$ cat config.mk
export PLATFORM = sky130hd
export DESIGN_NAME = bitfield_unpacker
export DESIGN_NICKNAME = d
export VERILOG_FILES = /design/src/rtl/bitfield_unpacker.sv
export SDC_FILE = /design/constraint.sdc
export NUM_CORES = 1
export LEC_CHECK = 0
export ABC_AREA = 1
export CORE_ASPECT_RATIO = 1.1
export CORE_MARGIN = 5
export CORE_UTILIZATION = 36
export DETAILED_ROUTE_END_ITERATION = 8
export MAX_ROUTING_LAYER = met4
export PLACE_DENSITY = 0.68
export SLEW_MARGIN = 20
export SYNTH_ARGS = -nofsm -noshare
export SYNTH_HDL_FRONTEND = slang
export SYNTH_SLANG_ARGS = --single-unit
$ cat constraint.sdc
create_clock -name clk -period 2.06 [get_ports clk]
set_clock_uncertainty 0.1 [all_clocks]
set_input_delay 0.412 -clock clk [delete_from_list [all_inputs] [get_ports clk]]
set_output_delay 0.412 -clock clk [all_outputs]
set_load 0.03 [all_outputs]
$ cat src/rtl/bitfield_unpacker.sv
// bitfield_unpacker: takes one ascending-indexed word over valid/ready and
// emits it as NF right-aligned, zero-padded fields, lowest index first.
// Ports: clk, rst_n (async, active low)
//        in_valid/in_ready/in_data [0:WIDTH-1]   word input, bit 0 is MSB
//        out_valid/out_ready/out_field/out_index/out_last   field output
module bitfield_unpacker #(
  parameter int WIDTH = 8,
  parameter int FW    = 4,
  localparam int NF   = (WIDTH + FW - 1) / FW,
  localparam int IW   = (NF > 1) ? $clog2(NF) : 1
) (
  input  logic             clk,
  input  logic             rst_n,
  input  logic             in_valid,
  output logic             in_ready,
  input  logic [0:WIDTH-1] in_data,
  output logic             out_valid,
  input  logic             out_ready,
  output logic [FW-1:0]    out_field,
  output logic [IW-1:0]    out_index,
  output logic             out_last
);

  typedef enum logic {IDLE, EMIT} state_e;

  state_e             state_q;
  logic [0:WIDTH-1]   word_q;
  logic [IW-1:0]      k_q;
  logic [IW-1:0]      nk;
  logic [FW-1:0]      fld0_in;
  logic [FW-1:0]      fld_w [NF];

  // Word bit i of field k lands at out_field[hi - i], hi being the last
  // word bit the field covers; this also right-aligns a short last field.
  // Bits beyond the word stay 0 so padding never carries x.
  function automatic logic [FW-1:0] field_at(
    input logic [0:WIDTH-1] w,
    input int               k
  );
    logic [FW-1:0] f;
    int            lo;
    int            hi;
    f  = '0;
    lo = k * FW;
    hi = (lo + FW - 1 < WIDTH) ? lo + FW - 1 : WIDTH - 1;
    for (int j = 0; j < FW; j++) begin
      if (lo + j < WIDTH) f[hi - (lo + j)] = w[lo + j];
    end
    return f;
  endfunction

  assign fld0_in = field_at(in_data, 0);

  for (genvar g = 0; g < NF; g++) begin : g_fld
    assign fld_w[g] = field_at(word_q, g);
  end

  assign nk        = k_q + IW'(1);
  assign in_ready  = (state_q == IDLE);
  assign out_valid = (state_q == EMIT);

  always_ff @(posedge clk or negedge rst_n) begin
    if (!rst_n) begin
      state_q   <= IDLE;
      word_q    <= '0;
      k_q       <= '0;
      out_field <= '0;
      out_index <= '0;
      out_last  <= 1'b0;
    end else begin
      unique case (state_q)
        IDLE: begin
          if (in_valid) begin
            state_q   <= EMIT;
            word_q    <= in_data;
            k_q       <= '0;
            out_field <= fld0_in;
            out_index <= '0;
            out_last  <= (NF == 1);
          end
        end
        EMIT: begin
          if (out_ready) begin
            if (k_q == IW'(NF - 1)) begin
              state_q <= IDLE;
            end else begin
              k_q       <= nk;
              out_field <= fld_w[nk];
              out_index <= nk;
              out_last  <= (nk == IW'(NF - 1));
            end
          end
        end
        default: state_q <= IDLE;
      endcase
    end
  end

endmodule

==> metrics.cfg, run 1 <==
[run_status]
status=finished clean

[worst_setup_path]
worstPathRequired_ns=1.55
crit_path_start_kind=register
cp.arrival_ns=1.43
critPathCaptureType=output port
critPathMaxStageDelay_ns=0.71
rrSetupSlack_ns=0.87
r2r-end=out_field[3]
r2r_cells=6
cp.depth=1
crit_chain=clkdlybuf4s50_1
path_delay_family=buffers and inverters
startpoint=out_valid
path_buf_inv=1
path_class=reg -> out
cp_slowest_cell=clkdlybuf4s50_1
r2r-start=out_valid
crit_fanout=3

[sta]
rsz0062_at_grt=false
worstMarginPinSlew_ns=0.318
final_hold_viol_count=0
finalCritPeriodShare_pct=94.4
setup_viol=0
finalSetupTns_ns=0
slew-limit-headroom_pct=78.8
hold_slack_ns=0.334
finalMaxSlewViolations=0
fmax_ghz=0.514
min_period_ns=1.94
fin_ws_ns=0.116

[detailed_routing]
drt-total-wl_um=1420
dr.pass1.iters=4
drc_errors=0
viasPerCell=4.40
ant_nets=0
drt_first_iter_violations=18
vias=594
routedWlPerCell_um=10.5

[floorplan]
initial_core_util_pct=36.9
num_io_pins=20
row_count=17
fp.dieH_um=57.2
dieArea_mm2=0.00303
fp.dieW_um=52.9
core_area_mm2=0.00198

[power_and_ir_drop]
vdd_ir_drop_max_mv=0.723
clkPwrFrac_pct=11.5
leakage_nw=0.486
power.internal_uw=817
powerDensity_mw_per_mm2=1520
sw_frac_of_total_pct=44.3
p_comb_share_pct=52.6
power.switching_uw=651
pwr-share-seq_pct=36.0
total_power_mw=1.47

[clock_tree]
clockBufferDepth=2
numCtsBuffers=3
clkSinkCount=15
clock_latency_ns=0.28
cts.clk_slew.worst_paths_ns=0.09
cts_hold_buf=0
cts_root_buf=clkbuf_4
cts_tree=built
postCtsResizedCells=0
cts_setup_buffers=0
htree_levels=1

[global_route]
grt_max_degree=16
grt_pass1_wl_um=2330
grt_util_all_layers_pct=10.6
antenna_found_initial=0
first_global_vias=549
overflow=0

[finish]
areaGrowthSynthToFinish_pct=32.8
drive_gt1_share_pct=14.0
finalNetCount=120
design_area_um2=968
n_antenna_cell=0

[synthesis]
yosysSeqAreaShare_pct=51.5
yosys_warnings=0
netlist.area_leader.share_pct=51.5
syn_inst=85
synthesis.nets=97
syn-cell-area_um2=729
syn_avg_cell_area_um2=8.58
yosysTopAreaCell=dfrtp_1
yosys.cell_types.count=14
synthTopCellsByArea=dfrtp_1, nand2_1, nand3_1
synth-seq-cells=15

[place]
pre_cts_ws_ns=0.340
dpl_cell_area_um2=940
routabilityCongestion=0.768
hpwl_um=1080
io_buffers=19

[run]
maxCapViolCount=0

[hold_path]
hold_class=in -> async

metrics by stage:
| step | std cells | util (%) |
|---|---|---|
| final | 135 | 49.0 |
| after floorplan | 85 | - |
| after global placement | 131 | 47.5 |
| after CTS | 135 | 48.8 |
| after global routing | 135 | 49.0 |
| after detailed placement | 131 | 47.5 |
cells in the mapped netlist:
cell type,n
inv_4,1
inv_6,1
nand2_4,1
nand2_1,42
o21ai_2,3
inv_2,2
o21ai_1,3
nand3_1,7
buf_4,1
dfrtp_1,15
inv_1,5
buf_6,2
nand2_8,1
nand3_4,1
worst max path at each step:
stage                end  slack, ns
2_1_floorplan   fld_w[4]       0.75
3_3_place_gp    in_ready       0.35
3_5_place_dp    in_ready       0.34
4_1_cts         in_ready       0.03
5_1_grt        out_valid       0.07
6_report       out_valid       0.12
routing by layer:
metal	vias to the layer above	GRT usage [%]	part of all wire [%]
met5	-	-	0
met4	0	5.47	2.3
met3	4	2.09	5.3
met2	15	15.4	46
met1	270	13.9	46
li1	305	-	-
sequential cells by signal (all words and copies together), names as in the netlist:
signal,cells
out_last,1
out_field,4
fld_w,8
out_valid,1
k_q,1
placed cells by master (no fill, tap or decap), drive strengths merged:
cell type	netlist	layout
buf	3	2
clkbuf	0	4
clkdlybuf4s50	0	18
dfrtp	15	15
dlymetal6s2s	0	1
inv	9	9
nand2	44	44
nand3	8	8
o21ai	6	6
power groups by stage:
stage          clock (mW)  combinational, mW  sequential (mW)
2_1_floorplan           0              0.460            0.625
6_report            0.168              0.772            0.528
3_5_place_dp            0              0.779            0.535
4_1_cts             0.172              0.783            0.530
3_3_place_gp            0              0.770            0.530
5_1_grt             0.183              0.852            0.545
cell type report:
class                   count  area, µm²
inverters                   9       41.3
well taps                  28       35.0
repair buffers             21        208
multi-input cells          58        283
flip-flops and latches     15        375
clock buffers               4       26.3
fillers                   193       1010
kinds of logic (layout without fill, tap and decap cells):
family | Yosys count | in the layout | share of synthesized area (%)
buffers and inverters | 12 | 34 | 9.78
AND/OR/NAND/NOR | 52 | 52 | 33.1
AO/OA/AOI/OAI | 6 | 6 | 5.66
flip-flops | 15 | 15 | 51.5
worst reg2reg max path, stage by stage (launching register included):
cell and delay (ns):
dfrtp_1 0.45, buf_4 0.20, nand3_4 0.09, nand2_4 0.10, inv_4 0.04, nand2_1 0.05
nand2_1 0.05
No activity file was read; power rests on OpenSTA's default activity.
==> run 2, diff against run 1 <==
Settings changed: CORE_ASPECT_RATIO 1.1 to 0.9, PLACE_DENSITY 0.68 to 0.7.
Clock period 2.06 ns to 1.7 ns, I/O delays scaled along.
==> run 2 against run 1 <==
  * Clock power is 21% higher
  * Cell count is 3.0% lower
  * Sequential cell count stayed put
  * Largest cell class unchanged
  * Sequential power is 27% higher
  * Count of clock-buffer cells in the layout stayed put
  * Critical endpoint is now in_ready
  * Final area is 2.7% lower
  * First-iteration DRC count is 5.6% higher
  * Register-to-register slack worse by 0.44 ns
  * Die area hardly changed
  * Critical path depth is 1 higher
==> metrics.cfg, run 2 (synthesis gave the netlist of run 1 again) <==
[floorplan]
num_io_pins=20  ; unchanged
fp.dieH_um=52.7  ; was 57.2 µm
dieArea_mm2=0.00303  ; about the same
core_area_mm2=0.00193  ; was 0.00198 mm²
initial_core_util_pct=37.7  ; was 36.9%
fp.dieW_um=57.5  ; was 52.9 µm
row_count=15  ; was 17

[finish]
mostFrequentLayoutCell=nand2_1  ; unchanged
layout_common_cells=nand2_1, dfrtp_1, clkdlybuf4s50_1  ; was nand2_1, clkdlybuf4s50_1, dfrtp_1
drive_gt1_share_pct=15.1  ; was 14.0%
n_antenna_cell=0  ; unchanged
areaGrowthSynthToFinish_pct=29.2  ; was 32.8%
fin_cells=131  ; was 135
largest_reg_flops=8  ; unchanged
finalNetCount=119  ; was 120

[sta]
fmax_ghz=0.621
finalCritPeriodShare_pct=94.8
final_hold_viol_count=0  ; unchanged
min_period_ns=1.61
setup_viol=0  ; unchanged
worstMarginPinSlew_ns=0.420  ; was 0.318 ns
finalSetupTns_ns=0  ; unchanged
hold_slack_ns=0.217  ; was 0.334 ns
slew-limit-headroom_pct=72.0  ; was 78.8%
rsz0062_at_grt=false  ; unchanged
finalMaxSlewViolations=0  ; unchanged

[place]
routabilityCongestion=0.747  ; was 0.768
io_buffers=19  ; unchanged
hpwl_um=1210  ; was 1080 µm
dp.cells=127  ; was 131

[clock_tree]
clkSinkCount=15  ; unchanged
cts_tree=built  ; unchanged
htree_levels=1  ; unchanged
clock_latency_ns=0.28  ; about the same
cts.clk_slew.worst_paths_ns=0.09  ; about the same
cts_hold_buf=0  ; unchanged
cts_setup_buffers=0  ; unchanged
cts_root_buf=clkbuf_4  ; unchanged
numCtsBuffers=3  ; unchanged
clockBufferDepth=2  ; unchanged

[global_route]
first_global_vias=574  ; was 549
grt_max_degree=14  ; was 16
grt_util_all_layers_pct=11.6  ; was 10.6%
grt_pass1_wl_um=2500  ; was 2330 µm
overflow=0  ; unchanged
antenna_found_initial=0  ; unchanged

[power_and_ir_drop]
clkPwrFrac_pct=11.9  ; was 11.5%
sw_frac_of_total_pct=46.4  ; was 44.3%
pwr-share-seq_pct=39.2  ; was 36.0%
vdd_ir_drop_max_mv=0.664  ; was 0.723 mV
powerDensity_mw_per_mm2=1820  ; was 1520 mW/mm²
p_comb_share_pct=49.0  ; was 52.6%
power.switching_uw=795  ; was 651 µW
leakage_nw=0.488  ; was 0.486 nW
power.internal_uw=919  ; was 817 µW

[detailed_routing]
drt_first_iter_violations=19  ; was 18
routedWlPerCell_um=11.3  ; was 10.5 µm
dr.pass1.iters=4  ; unchanged
drc_errors=0  ; unchanged
viasPerCell=4.45  ; was 4.40
ant_nets=0  ; unchanged
drt-total-wl_um=1480  ; was 1420 µm
vias=583  ; was 594

[worst_setup_path]
critPathCaptureType=output port  ; unchanged
cp.arrival_ns=1.17  ; was 1.43 ns
r2r_cells=6  ; unchanged
worstPathRequired_ns=1.26  ; was 1.55 ns
path_class=reg -> out  ; unchanged
crit_fanout=9  ; was 3
crit_path_start_kind=register  ; unchanged

[hold_path]
hold_class=in -> async  ; unchanged

[run_status]
status=finished clean  ; unchanged

[run]
maxCapViolCount=0  ; unchanged

[run 2: worst max-delay path, stage by stage, from the launching register on]
cell     delay (ns)
dfrtp_1        0.61
inv_6          0.09
buf_4          0.19
[run 2: timing repair]
| item | 4_1_cts | 5_1_grt |
|---|---|---|
| hold endpoints to repair | 0 | 0 |
| gates resized for setup | 6 | 0 |
| setup endpoints to repair | 6 | 0 |
[run 2: metal layers]
| layer | wire (µm) | part of all wire, % | vias up | global-route usage (%) |
|---|---|---|---|---|
| met5 | 0 | 0 | - | - |
| met4 | 51 | 3.4 | 0 | 8.11 |
| met3 | 78 | 5.3 | 5 | 3.45 |
| met2 | 690 | 46 | 15 | 16.7 |
| met1 | 665 | 45 | 262 | 14.0 |
| li1 | - | - | 301 | - |
[run 2: cell type report]
type                            instances  area (µm²)
Fill cell                             200         991
Sequential cell                        15         375
Multi-Input combinational cell         58         283
Timing Repair Buffer                   20         185
Inverter                                9        41.3
Tap cell                               25        31.3
Clock buffer                            4        26.3
[run 2: worst paths after layout]
| path | endpoint | slack [ns] | from |
|---|---|---|---|
| worst max-delay path | in_ready | 0.09 | out_valid |
| worst min-delay path | fld_w[1] | 0.22 | rst_n |
| worst max register to register | out_field[0] | 0.43 | out_valid |
| worst min register to register | fld_w[7] | 0.39 | fld_w[7] |
| max in group asynchronous | out_field[3] | 0.85 | rst_n |
| min in group clk | fld_w[7] | 0.39 | fld_w[7] |
[run 2: power groups by stage]
stage / Combinational, mW / Sequential, mW / Clock (mW)
2_1_floorplan: 0.557 / 0.757 / 0
3_3_place_gp: 0.887 / 0.675 / 0
3_5_place_dp: 0.905 / 0.679 / 0
4_1_cts: 0.858 / 0.672 / 0.215
5_1_grt: 0.935 / 0.701 / 0.229
6_report: 0.840 / 0.671 / 0.203
[run 2: through the flow]
step                utilization, %  instance area, µm²  setup WS, ns  power, mW
floorplan                        -                 729         0.390       1.31
global placement              47.8                 923         0.210       1.56
detailed placement            47.8                 923         0.173       1.58
CTS                           48.7                 942        0.0753       1.75
global route                  48.7                 942       0.00925       1.86
finish                        48.7                 942        0.0888       1.71
==> run 3, diff against run 2 <==
Settings changed: PLACE_DENSITY 0.7 to not set, PLACE_DENSITY_LB_ADDON set to 0.05.
==> run 3 against run 2 <==
  * Global-route usage up 0.54 points
  * Utilization up 0.065 points
  * Combinational power about the same
==> metrics.cfg, run 3 (synthesis gave the netlist of run 1 again) <==
[worst_setup_path]
r2r_cells=6  ; unchanged
cp.arrival_ns=1.09  ; was 1.17 ns
crit_fanout=9  ; unchanged
rrSetupSlack_ns=0.50  ; was 0.43 ns
startpoint=out_valid  ; unchanged
path_class=reg -> out  ; unchanged
worstPathRequired_ns=1.26  ; about the same
r2r-start=out_valid  ; unchanged
critPathCaptureType=output port  ; unchanged
r2r-end=out_field[0]  ; unchanged
crit_path_start_kind=register  ; unchanged

[detailed_routing]
ant_nets=0  ; unchanged
vias=577  ; was 583
drt-total-wl_um=1460  ; was 1480 µm
routedWlPerCell_um=11.1  ; was 11.3 µm
dr.pass1.iters=4  ; unchanged
drc_errors=0  ; unchanged
drt_first_iter_violations=6  ; was 19
viasPerCell=4.40  ; was 4.45

[power_and_ir_drop]
leakage_nw=0.487  ; was 0.488 nW
total_power_mw=1.71  ; about the same
vdd_ir_drop_max_mv=0.786  ; was 0.664 mV
powerDensity_mw_per_mm2=1820  ; about the same

[sta]
min_period_ns=1.53  ; was 1.61 ns
setup_viol=0  ; unchanged
finalSetupTns_ns=0  ; unchanged
finalMaxSlewViolations=0  ; unchanged
fmax_ghz=0.654  ; was 0.621 GHz
slew-limit-headroom_pct=79.9  ; was 72.0%
worstMarginPinSlew_ns=0.302  ; was 0.420 ns
final_hold_viol_count=0  ; unchanged
finalCritPeriodShare_pct=90.0  ; was 94.8%
rsz0062_at_grt=false  ; unchanged

[finish]
postLayoutCoreUtil_pct=48.8  ; was 48.7%
finalNetCount=119  ; unchanged
mostFrequentLayoutCell=nand2_1  ; unchanged
areaGrowthSynthToFinish_pct=29.3  ; was 29.2%
fin_cells=131  ; unchanged
n_antenna_cell=0  ; unchanged
largest_reg_flops=8  ; unchanged
layout_common_cells=nand2_1, dfrtp_1, clkdlybuf4s50_1  ; unchanged
fillCellCount=201  ; was 200
drive_gt1_share_pct=16.0  ; was 15.1%

[floorplan]
fp.dieW_um=57.5  ; unchanged
initial_core_util_pct=37.7  ; unchanged
num_io_pins=20  ; unchanged
fp.dieH_um=52.7  ; unchanged
row_count=15  ; unchanged
core_area_mm2=0.00193  ; unchanged
dieArea_mm2=0.00303  ; unchanged

[run]
maxCapViolCount=0  ; unchanged

[place]
hpwl_um=1080  ; was 1210 µm
dp.cells=127  ; unchanged
io_buffers=19  ; unchanged
routabilityCongestion=0.715  ; was 0.747

[clock_tree]
numCtsBuffers=3  ; unchanged
cts.clk_slew.worst_paths_ns=0.09  ; about the same
cts_tree=built  ; unchanged
htree_levels=1  ; unchanged
clkSinkCount=15  ; unchanged
clock_latency_ns=0.28  ; about the same
clockBufferDepth=2  ; unchanged
cts_setup_buffers=0  ; unchanged
cts_root_buf=clkbuf_4  ; unchanged

[global_route]
overflow=0  ; unchanged
grt_max_degree=16  ; was 14
antenna_found_initial=0  ; unchanged
grt_util_all_layers_pct=12.2  ; was 11.6%
first_global_vias=607  ; was 574
grt_pass1_wl_um=2700  ; was 2500 µm

[hold_path]
hold_class=in -> async  ; unchanged

[run_status]
status=finished clean  ; unchanged

==> run 3: worst max-delay path by stage <==
stage | depth (start not counted) | slack (ns) | to
5_1_grt | 2 | 0.12 | in_ready
3_3_place_gp | 6 | 0.20 | out_field[0]
4_1_cts | 2 | 0.07 | in_ready
2_1_floorplan | 6 | 0.39 | fld_w[4]
6_report | 2 | 0.17 | in_ready
3_5_place_dp | 6 | 0.20 | out_field[0]
==> run 3: repair_timing <==
| item | in CTS | in global routing |
|---|---|---|
| gates resized for setup | 6 | 1 |
| hold buffers | 0 | 0 |
| endpoints found under the setup margin | 6 | 1 |
| gates cloned | 0 | 0 |
| pin swaps | 0 | 0 |
==> run 3: power breakdown <==
group,internal [mW],switching (mW),leakage [nW]
combinational,0.300,0.541,0.290
clock,0.0911,0.112,0.0150
sequential,0.531,0.140,0.183
==> run 3: critical path: stages, from the launching register on <==
cell and delay [ns]:
dfrtp_2 0.51, inv_6 0.13, buf_4 0.17
==> run 3: metrics by stage <==
step,setup WS [ns],hold slack (ns),cell area (µm²)
2_1_floorplan,0.390,-0.0556,729
3_3_place_gp,0.198,0.374,923
3_5_place_dp,0.196,0.364,923
4_1_cts,0.0704,0.275,942
5_1_grt,0.121,0.277,943
6_report,0.170,0.263,943
==> run 3: cell type report <==
cell class	count	area [µm²]	share of cell area, %
tap	25	31.3	3.32
clock buffer	4	26.3	2.79
timing repair buffer	20	185	19.6
multi-input combinational	58	283	30.0
inverter	9	41.3	4.38
sequential	15	377	39.9
==> run 3: metal layers <==
metal | vias up | GRT usage, % | wire length (µm)
met5 | - | - | 0
met1 | 253 | 14.7 | 691
met4 | 0 | 2.32 | 12
met2 | 15 | 18.6 | 650
met3 | 2 | 5.91 | 103
li1 | 307 | - | -
